File: config.mk
export PLATFORM = sky130hd
export DESIGN_NAME = ahb_slave_if
export DESIGN_NICKNAME = d
export VERILOG_FILES = /design/src/rtl/ahb_apb_pkg.sv /design/src/rtl/ahb_addr_decode.sv /design/src/rtl/ahb_slave_if.sv
export SDC_FILE = /design/constraint.sdc
export NUM_CORES = 1
export LEC_CHECK = 0
export ABC_CLOCK_PERIOD_IN_PS = 2300
export BUFFER_PORTS_ARGS = -buffer_cell sky130_fd_sc_hd__buf_4
export CAP_MARGIN = 20
export CORE_ASPECT_RATIO = 1.5
export CORE_MARGIN = 2
export CORE_UTILIZATION = 40
export CTS_CLUSTER_SIZE = 20
export DETAILED_ROUTE_END_ITERATION = 8
export HOLD_SLACK_MARGIN = 0.1
export PLACE_DENSITY = 0.75
export SLEW_MARGIN = 20
export SYNTH_ARGS = -nofsm -noshare
export SYNTH_HDL_FRONTEND = slang
export SYNTH_SLANG_ARGS = --single-unit
File: constraint.sdc
create_clock -name Hclk -period 2.3 [get_ports Hclk]
set_input_delay 0.345 -clock Hclk [delete_from_list [all_inputs] [get_ports Hclk]]
set_output_delay 0.345 -clock Hclk [all_outputs]
set_load 0.01 [all_outputs]
File: src/rtl/ahb_apb_pkg.sv
// rtl/ahb_apb_pkg.sv - shared AHB/APB bridge constants, address map and FSM state type
package ahb_apb_pkg;

  localparam logic [1:0] HTRANS_IDLE   = 2'b00;
  localparam logic [1:0] HTRANS_BUSY   = 2'b01;
  localparam logic [1:0] HTRANS_NONSEQ = 2'b10;
  localparam logic [1:0] HTRANS_SEQ    = 2'b11;

  localparam logic [1:0] HRESP_OKAY  = 2'b00;
  localparam logic [1:0] HRESP_ERROR = 2'b01;

  // Three contiguous 64 MB peripheral windows; PSEL_LIMIT is exclusive.
  localparam logic [31:0] PSEL0_BASE = 32'h8000_0000;
  localparam logic [31:0] PSEL1_BASE = 32'h8400_0000;
  localparam logic [31:0] PSEL2_BASE = 32'h8800_0000;
  localparam logic [31:0] PSEL_LIMIT = 32'h8C00_0000;

  typedef enum logic [1:0] {
    ST_IDLE = 2'b00,
    ST_BUSY = 2'b01,
    ST_ERR1 = 2'b10,
    ST_ERR2 = 2'b11
  } slv_state_e;

endpackage

File: src/rtl/ahb_addr_decode.sv
// rtl/ahb_addr_decode.sv - combinational transfer qualification and one-hot peripheral select
module ahb_addr_decode
  import ahb_apb_pkg::*;
#(
  parameter int ADDR_W = 32
) (
  input  logic [ADDR_W-1:0] Haddr,
  input  logic [1:0]        Htrans,
  input  logic              Hreadyin,
  output logic              valid,
  output logic [2:0]        tempselx
);

  logic active_trans;

  assign active_trans = (Htrans == HTRANS_NONSEQ) || (Htrans == HTRANS_SEQ);

  always_comb begin
    tempselx = 3'b000;
    if (Haddr >= ADDR_W'(PSEL0_BASE) && Haddr < ADDR_W'(PSEL1_BASE))
      tempselx = 3'b001;
    else if (Haddr >= ADDR_W'(PSEL1_BASE) && Haddr < ADDR_W'(PSEL2_BASE))
      tempselx = 3'b010;
    else if (Haddr >= ADDR_W'(PSEL2_BASE) && Haddr < ADDR_W'(PSEL_LIMIT))
      tempselx = 3'b100;
  end

  // The windows tile the mapped range exactly, so any select bit means "mapped".
  assign valid = Hreadyin & active_trans & (|tempselx);

endmodule

File: src/rtl/ahb_slave_if.sv
// rtl/ahb_slave_if.sv - AHB slave front end with wait states and timeout; AHB_SLV_DECODE_ERR_EN adds unmapped-address ERROR
module ahb_slave_if
  import ahb_apb_pkg::*;
#(
  parameter int ADDR_W  = 32,
  parameter int DATA_W  = 32,
  parameter int TIMEOUT = 16
) (
  input  logic              Hclk,
  input  logic              Hresetn,
  input  logic              Hwrite,
  input  logic              Hreadyin,
  input  logic [1:0]        Htrans,
  input  logic [ADDR_W-1:0] Haddr,
  input  logic [DATA_W-1:0] Hwdata,
  input  logic [DATA_W-1:0] Prdata,
  input  logic              apb_done,
  output logic              valid,
  output logic [2:0]        tempselx,
  output logic [ADDR_W-1:0] Haddr1,
  output logic [ADDR_W-1:0] Haddr2,
  output logic [DATA_W-1:0] Hwdata1,
  output logic [DATA_W-1:0] Hwdata2,
  output logic              Hwritereg,
  output logic              Hreadyout,
  output logic [1:0]        Hresp,
  output logic [DATA_W-1:0] Hrdata
);

  slv_state_e        state_q, state_d;
  logic [7:0]        cnt_q, cnt_d;
  logic              hready_q, hready_d;
  logic [1:0]        hresp_q, hresp_d;
  logic [DATA_W-1:0] hrdata_q, hrdata_d;
  logic [ADDR_W-1:0] haddr1_q, haddr2_q;
  logic [DATA_W-1:0] hwdata1_q, hwdata2_q;
  logic              hwritereg_q;

  ahb_addr_decode #(.ADDR_W(ADDR_W)) u_decode (
    .Haddr    (Haddr),
    .Htrans   (Htrans),
    .Hreadyin (Hreadyin),
    .valid    (valid),
    .tempselx (tempselx)
  );

`ifdef AHB_SLV_DECODE_ERR_EN
  logic decode_err;
  assign decode_err = Hreadyin & ((Htrans == HTRANS_NONSEQ) || (Htrans == HTRANS_SEQ))
                      & (tempselx == 3'b000);
`endif

  always_ff @(posedge Hclk or negedge Hresetn) begin
    if (!Hresetn) begin
      haddr1_q    <= '0;
      haddr2_q    <= '0;
      hwdata1_q   <= '0;
      hwdata2_q   <= '0;
      hwritereg_q <= 1'b0;
    end else begin
      haddr1_q    <= Haddr;
      haddr2_q    <= haddr1_q;
      hwdata1_q   <= Hwdata;
      hwdata2_q   <= hwdata1_q;
      hwritereg_q <= Hwrite;
    end
  end

  always_ff @(posedge Hclk or negedge Hresetn) begin
    if (!Hresetn) begin
      state_q  <= ST_IDLE;
      cnt_q    <= 8'd0;
      hready_q <= 1'b1;
      hresp_q  <= HRESP_OKAY;
      hrdata_q <= '0;
    end else begin
      state_q  <= state_d;
      cnt_q    <= cnt_d;
      hready_q <= hready_d;
      hresp_q  <= hresp_d;
      hrdata_q <= hrdata_d;
    end
  end

  always_comb begin
    state_d  = state_q;
    cnt_d    = cnt_q;
    hready_d = hready_q;
    hresp_d  = hresp_q;
    hrdata_d = hrdata_q;
    unique case (state_q)
      ST_IDLE: begin
        hready_d = 1'b1;
        hresp_d  = HRESP_OKAY;
        if (valid) begin
          state_d  = ST_BUSY;
          hready_d = 1'b0;
          cnt_d    = 8'd0;
        end
`ifdef AHB_SLV_DECODE_ERR_EN
        else if (decode_err) begin
          state_d  = ST_ERR1;
          hready_d = 1'b0;
          hresp_d  = HRESP_ERROR;
        end
`endif
      end
      ST_BUSY: begin
        cnt_d = cnt_q + 8'd1;
        // Completion has priority over a timeout landing on the same edge.
        if (apb_done) begin
          state_d  = ST_IDLE;
          hready_d = 1'b1;
          hresp_d  = HRESP_OKAY;
          if (!hwritereg_q) hrdata_d = Prdata;
        end else if (cnt_q == 8'(TIMEOUT - 1)) begin
          state_d  = ST_ERR1;
          hready_d = 1'b0;
          hresp_d  = HRESP_ERROR;
        end
      end
      ST_ERR1: begin
        state_d  = ST_ERR2;
        hready_d = 1'b1;
        hresp_d  = HRESP_ERROR;
      end
      ST_ERR2: begin
        state_d  = ST_IDLE;
        hready_d = 1'b1;
        hresp_d  = HRESP_OKAY;
      end
      default: state_d = ST_IDLE;
    endcase
  end

  assign Haddr1    = haddr1_q;
  assign Haddr2    = haddr2_q;
  assign Hwdata1   = hwdata1_q;
  assign Hwdata2   = hwdata2_q;
  assign Hwritereg = hwritereg_q;
  assign Hreadyout = hready_q;
  assign Hresp     = hresp_q;
  assign Hrdata    = hrdata_q;

endmodule

==> run metrics, run 1 <==
ANT nets after route 0; R2R cell count 5; GRT Resource Usage Total 24.0%; CP Max Fanout 5; CP Cell Sequence dlygate4sd3_1 -> buf_4 -> a211oi_4 -> buf_4; Nets 719; max_cap viols 0; WP data required 1.96 ns; Slew HR 57.1%; min Tclk post-route 1.94 ns; Skew-Pair Late Insertion Delay 0.42 ns; initial antenna violation count 0; run status complete, no violations; Resized cells post-CTS 0; most frequent cell after synthesis dfrtp_1; Placeable Area 12400 sq um; Initial Utilization 40.9%; P per Cell Area 956 nW/um^2; Worst R2R Setup Slack 0.42 ns; Buffers & Inverters on Critical Path 3; Hold Worst Slack 0.162 ns; CP dominant cell by count buf_4; post-DR vias/cell 4.66; TritonCTS Buffers 17; synth top area cells dfrtp_1, mux2_2, dfstp_2, a21o_2, nand2_1; Area after DPL 7340 sq um; cell count of the worst hold path 2; Pre-antenna DRT Iters 4; Mapped Area 5090 sq um; die area 13700 sq um; post-synth top area share 84.6%; root buffer cell clkbuf_16; Worst Path Arrival 1.60 ns; Port Buffers 268; area leader, netlist dfrtp_1; Final period util 84.5%; Worst setup EP type output pin; Worst Max-Slew Pin Slew 0.644 ns; Area Overhead vs Synth 69.0%; WL/cell 19.8 um; Post-CTS Hold Buffers 66; Leakage 4.23 nW; Bufs on Longest Clock Path 2; Hold Fails Final Rpt 0; first-pass GRT wire length 23.7 mm; fraction of registers with async set/reset 100%; Detailed Place HPWL 9.71 mm; post-route cell area 8600 sq um; EDFF count, synth 0; Ys Warns 0; Clock Skews 0.0168 ns; IO Count 271; Worst-path clk slew 0.07 ns; grt ovf 0; CP top delay family buffers and inverters; DRT iter0 DRCs 65; post-CTS setup buffer count 0; max incr delay on CP 0.55 ns; drc violations 0; Tot Pwr 8.22 mW; Slew Limit Fails 0; crit start category primary input; CP Class in -> out; GPL Wtd Cong 0.786; # setup viols final 0; Netlist cell types 33; Die Y 142 um; CTS tree yes; Ant. Diodes 0; die width 96.1 um; VDD IR-drop max 0.000742 V; CTS Sinks 173; Yosys reg bits 173; Hold Crit Start Prdata[27]; final wirelength 15.6 mm; Max H-tree Level 4; f_max 0.515 GHz; Avg Cell Area, Syn 19.4 sq um; register area share after synthesis 85.1%; Mapped Cells 262; Commonest cells post-synth dfrtp_1, mux2_2, nand2_1, nor2_1; Top FF cell, synth dfrtp_1; unrepaired setup endpoints after global routing no; row count 50; Post-Syn Nets 366; pin count of the biggest net entering global routing 71; vias in the first global route 4254; HP Class in -> reg; end of the worst hold path Hrdata[27]$_DFFE_PN0P_; setup_tns 0 ns; RR Endpoint Hrdata[19]$_DFFE_PN0P_; Slowest-stage cell, CP dlygate4sd3_1; routed via count 3656; share of post-route cells with drive strength above 1 55.4%
## final cells by class
class,count,area [sq um]
sequential,173,4330
fill,781,3850
timing repair buffer,339,2740
multi-input combinational,83,733
clock buffer,17,425
tap,156,195
clock inverter,15,171
inverter,1,3.75
## sequential cells by signal, indices dropped and copies added (netlist names), 8 cells and up, named ones only
| signal | flops |
|---|---|
| Hwdata1 | 32 |
| Hrdata | 32 |
| Hwdata2 | 32 |
| Haddr1 | 32 |
| Haddr2 | 32 |
| cnt_q | 8 |
## metrics by stage
| step | setup slack (ns) | utilization (%) | std cells |
|---|---|---|---|
| after floorplan | 0.515 | - | 262 |
| after global placement | 0.365 | 59.0 | 686 |
| after detailed placement | 0.339 | 59.0 | 686 |
| after CTS | 0.354 | 69.1 | 784 |
| after global routing | 0.268 | 69.1 | 784 |
| final | 0.357 | 69.1 | 784 |
## worst reg2reg max path: cells and delay by family, from the launching register on
family | cells | cell delay [ns]
mux | 1 | 0.39
buf+inv | 2 | 0.48
simple gates | 2 | 0.44
flops | 1 | 0.45
## report_power, final
part / leakage, nW / switching (mW) / internal (mW) / total [mW]
Sequential: 2.05 / 0.249 / 3.47 / 3.72
Clock: 0.288 / 1.37 / 1.46 / 2.83
Combinational: 1.89 / 0.702 / 0.960 / 1.66
Total: 4.23 / 2.32 / 5.90 / 8.22
## per-layer routing
| metal | global-route usage (%) | wire length (um) |
|---|---|---|
| met4 | 9.17 | 400 |
| met2 | 43.1 | 9020 |
| met3 | 8.63 | 1210 |
| met1 | 25.0 | 4930 |
| met5 | 0 | 0 |
## how the worst max path moves through the flow
stage               startpoint                      to  cells after the start
floorplan            Haddr[29]    cnt_q[7]$_DFFE_PN0P_                      4
global placement     Haddr[29]    cnt_q[6]$_DFFE_PN0P_                      5
detailed placement   Haddr[29]    cnt_q[6]$_DFFE_PN0P_                      5
CTS                  Haddr[27]                   valid                      4
global route         flip-flop  Hrdata[14]$_DFFE_PN0P_                      5
finish               Haddr[27]                   valid                      4
## cell usage in the layout (no fill, tap or decap), types with 2 or more instances in the layout
master         instances
nand2_1                6
a22o_2                 2
dlygate4sd3_1         66
a21oi_1                3
a21o_2                 3
nor2_1                 4
clkinv_4               2
buf_12                 2
clkinv_8               5
o21ai_0                2
nor4_1                 3
mux2_2                33
a211o_1                2
nor3b_1                2
buf_4                270
clkbuf_16             17
o211a_1                2
inv_8                  3
nand2b_1               2
dfrtp_1              172
nor3_1                 3
inv_6                  3
nand3_1                3
## kinds of logic (layout without fill, tap and decap cells)
kind of cell | Yosys count | in the layout | share of synthesized area [%]
AOI/OAI and AO/OA | 21 | 21 | 3.66
adders and majority gates | 1 | 1 | 0.246
other | 1 | 1 | 0.0737
DFF | 173 | 173 | 85.1
muxes | 33 | 33 | 7.30
and+or+nand+nor | 27 | 27 | 3.00
buffers and inverters | 6 | 372 | 0.590
(Power assumes the default switching activity.)
==> run 2, diff against run 1 <==
--- a/config.mk
+++ b/config.mk
@@ -5,7 +5,7 @@
 export SDC_FILE = /design/constraint.sdc
 export NUM_CORES = 1
 export LEC_CHECK = 0
-export ABC_CLOCK_PERIOD_IN_PS = 2300
+export ABC_CLOCK_PERIOD_IN_PS = 1720
 export BUFFER_PORTS_ARGS = -buffer_cell sky130_fd_sc_hd__buf_4
 export CAP_MARGIN = 20
 export CORE_ASPECT_RATIO = 1.5
@@ -14,7 +14,7 @@
 export CTS_CLUSTER_SIZE = 20
 export DETAILED_ROUTE_END_ITERATION = 8
 export HOLD_SLACK_MARGIN = 0.1
-export PLACE_DENSITY = 0.75
+export PLACE_DENSITY = 0.77
 export SLEW_MARGIN = 20
 export SYNTH_ARGS = -nofsm -noshare
 export SYNTH_HDL_FRONTEND = slang
==> constraint.sdc (replaced) <==
create_clock -name Hclk -period 1.72 [get_ports Hclk]
set_input_delay 0.258 -clock Hclk [delete_from_list [all_inputs] [get_ports Hclk]]
set_output_delay 0.258 -clock Hclk [all_outputs]
set_load 0.01 [all_outputs]
==> run 2 against run 1 <==
Compared with the run above:
- cell count is 5.4% higher
- cell area grew 5.0%
- first-iteration DRC count is 130% higher
- clock skew about the same
==> run metrics, run 2 (same netlist as run 1, synthesis figures left out) <==
Skew-Pair Late Insertion Delay 0.43 ns (about the same); crit path launch Haddr[26]; fillers 724 (-7.3%); pin count of the biggest net entering global routing 51 (-28%); post-DR vias/cell 4.70 (+0.76%); Final WS setup 0.0501 ns (-0.307 ns); CP dominant cell by count buf_4; most frequent cells in the layout buf_4, dfrtp_1, dlygate4sd3_1; GRT Resource Usage Total 25.4% (+1.4 points); cell count of the worst hold path 4 (+2); WP data required 1.46 ns (-0.50 ns); Bufs on Longest Clock Path 2 (unchanged); Die Y 142 um (unchanged); f_max 0.599 GHz; Slowest-stage cell, CP dlygate4sd3_1; Worst Path Arrival 1.41 ns (-0.19 ns); HP Class in -> reg; Detailed Place HPWL 10.2 mm (+5.2%); fin util 72.5% (+3.4 points); P per Cell Area 1230 nW/um^2 (+29%); Multi-input gate area 748 sq um (+2.0%); run status complete, no violations; Pre-antenna DRT Iters 4 (unchanged); ANT nets after route 0 (unchanged); CP top delay family buffers and inverters; Slew Limit Fails 0 (unchanged); Hold Crit Start apb_done; placed cells 694 (+1.2%); routed via count 3881 (+6.2%); most common library cell in the layout ignoring fill and taps buf_4; # setup viols final 0 (unchanged); critical path depth 4 (unchanged); root buffer cell clkbuf_16; drc violations 0 (unchanged); sequential power share 44.9% (-0.4 points); grt ovf 0 (unchanged); unrepaired setup endpoints after global routing no; Initial Utilization 40.9% (unchanged); DP Worst Slack -0.101 ns (-0.441 ns); Buffers & Inverters on Critical Path 3 (unchanged); row count 50 (unchanged); DRT iter0 DRCs 147 (+130%); die area 13700 sq um (unchanged); Final period util 97.1%; sw power 3.14 mW (+35%); Leakage 4.42 nW (+4.5%); Area Overhead vs Synth 77.4%; CP Cell Sequence dlygate4sd3_1 -> buf_4 -> a211oi_4 -> buf_4; Net Sw Frac 28.3% (about the same); Worst setup EP type output pin; IO Count 271 (unchanged); max incr delay on CP 0.55 ns (about the same); Placeable Area 12400 sq um (unchanged); initial antenna violation count 1 (+1); Worst-path clk slew 0.07 ns (about the same); share of post-route cells with drive strength above 1 53.7% (-1.8 points); Port Buffers 268 (unchanged); CP Class in -> out; Hold Fails Final Rpt 0 (unchanged); min Tclk post-route 1.67 ns; R2R cell count 5 (unchanged); CTS Sinks 173 (unchanged); CTS tree yes; GPL Wtd Cong 0.773 (-1.7%); max_cap viols 0 (unchanged); TritonCTS Buffers 17 (unchanged); logic gate share of total power 20.9% (+0.7 points); final wirelength 16.5 mm (+6.1%); Sequential Area 4330 sq um (unchanged); Clk pwr share 34.2% (-0.3 points); Max H-tree Level 4 (unchanged); CP Max Fanout 5 (unchanged); non-filler cells, final 826 (+5.4%); die width 96.1 um (unchanged); vias in the first global route 4539 (+6.7%); Clock Skews 0.0163 ns (-0.000487 ns); Nets 760 (+5.7%); VDD IR-drop max 0.000803 V (+8.2%); Int Pwr 7.96 mW (+35%); WL/cell 20.0 um (+0.73%); crit start category primary input; first-pass GRT wire length 25.0 mm (+5.6%)
run 2: repair_timing:
item	CTS	global route
hold buffers	98	0
setup endpoints to repair	0	3
hold endpoints to repair	141	0
setup buffers	0	1
resized for setup	0	3
run 2: per-stage QoR:
stage | area [sq um] | hold WS (ns) | TNS (ns) | total power, mW
2_1_floorplan | 5090 | -0.0376 | 0 | 5.79
3_3_place_gp | 7430 | 0.226 | -0.184 | 7.06
3_5_place_dp | 7430 | 0.234 | -0.335 | 7.16
4_1_cts | 9000 | 0.107 | 0 | 11.1
5_1_grt | 9030 | 0.157 | 0 | 11.6
6_report | 9030 | 0.125 | 0 | 11.1
run 2: power by group through the flow:
stage	registers [mW]	clock network (mW)	logic, mW
4_1_cts	4.97	3.83	2.31
3_3_place_gp	4.99	0	2.07
6_report	4.99	3.79	2.32
3_5_place_dp	5.04	0	2.12
2_1_floorplan	5.26	0	0.535
5_1_grt	5.06	4.04	2.48
run 2: final timing paths:
kind,endpoint,slack [ns]
worst max-delay path,valid,0.05
worst min-delay path,state_q[0]$_DFFE_PN0P_,0.12
worst max register to register,Hrdata[13]$_DFFE_PN0P_,0.19
worst min register to register,Haddr2[26]$_DFF_PN0_,0.37
max in group asynchronous,Haddr2[25]$_DFF_PN0_,0.76
min in group asynchronous,Haddr1[17]$_DFF_PN0_,0.34
run 2: area by class of cell:
cell class / instances / area share, %
Antenna cell: 1 / 0.0277
Clock buffer: 18 / 4.75
Clock inverter: 14 / 1.83
Inverter: 1 / 0.0416
Multi-Input combinational cell: 83 / 8.29
Sequential cell: 173 / 48.0
Tap cell: 156 / 2.16
Timing Repair Buffer: 380 / 34.9
run 2: worst register-to-register path: stages (launching register included):
cell	delay, ns
dfrtp_1	0.38
inv_1	0.08
nand2_1	0.11
nor3b_4	0.23
buf_12	0.24
mux2_2	0.38
run 2: routing by layer:
| layer | part of all wire (%) | track usage (%) | up-vias |
|---|---|---|---|
| met2 | 57 | 45.6 | 198 |
| met1 | 32 | 25.3 | 1951 |
| met4 | 4.1 | 13.0 | 0 |
| met3 | 6.8 | 8.58 | 46 |
| met5 | 0 | 0 | - |
| li1 | - | - | 1686 |
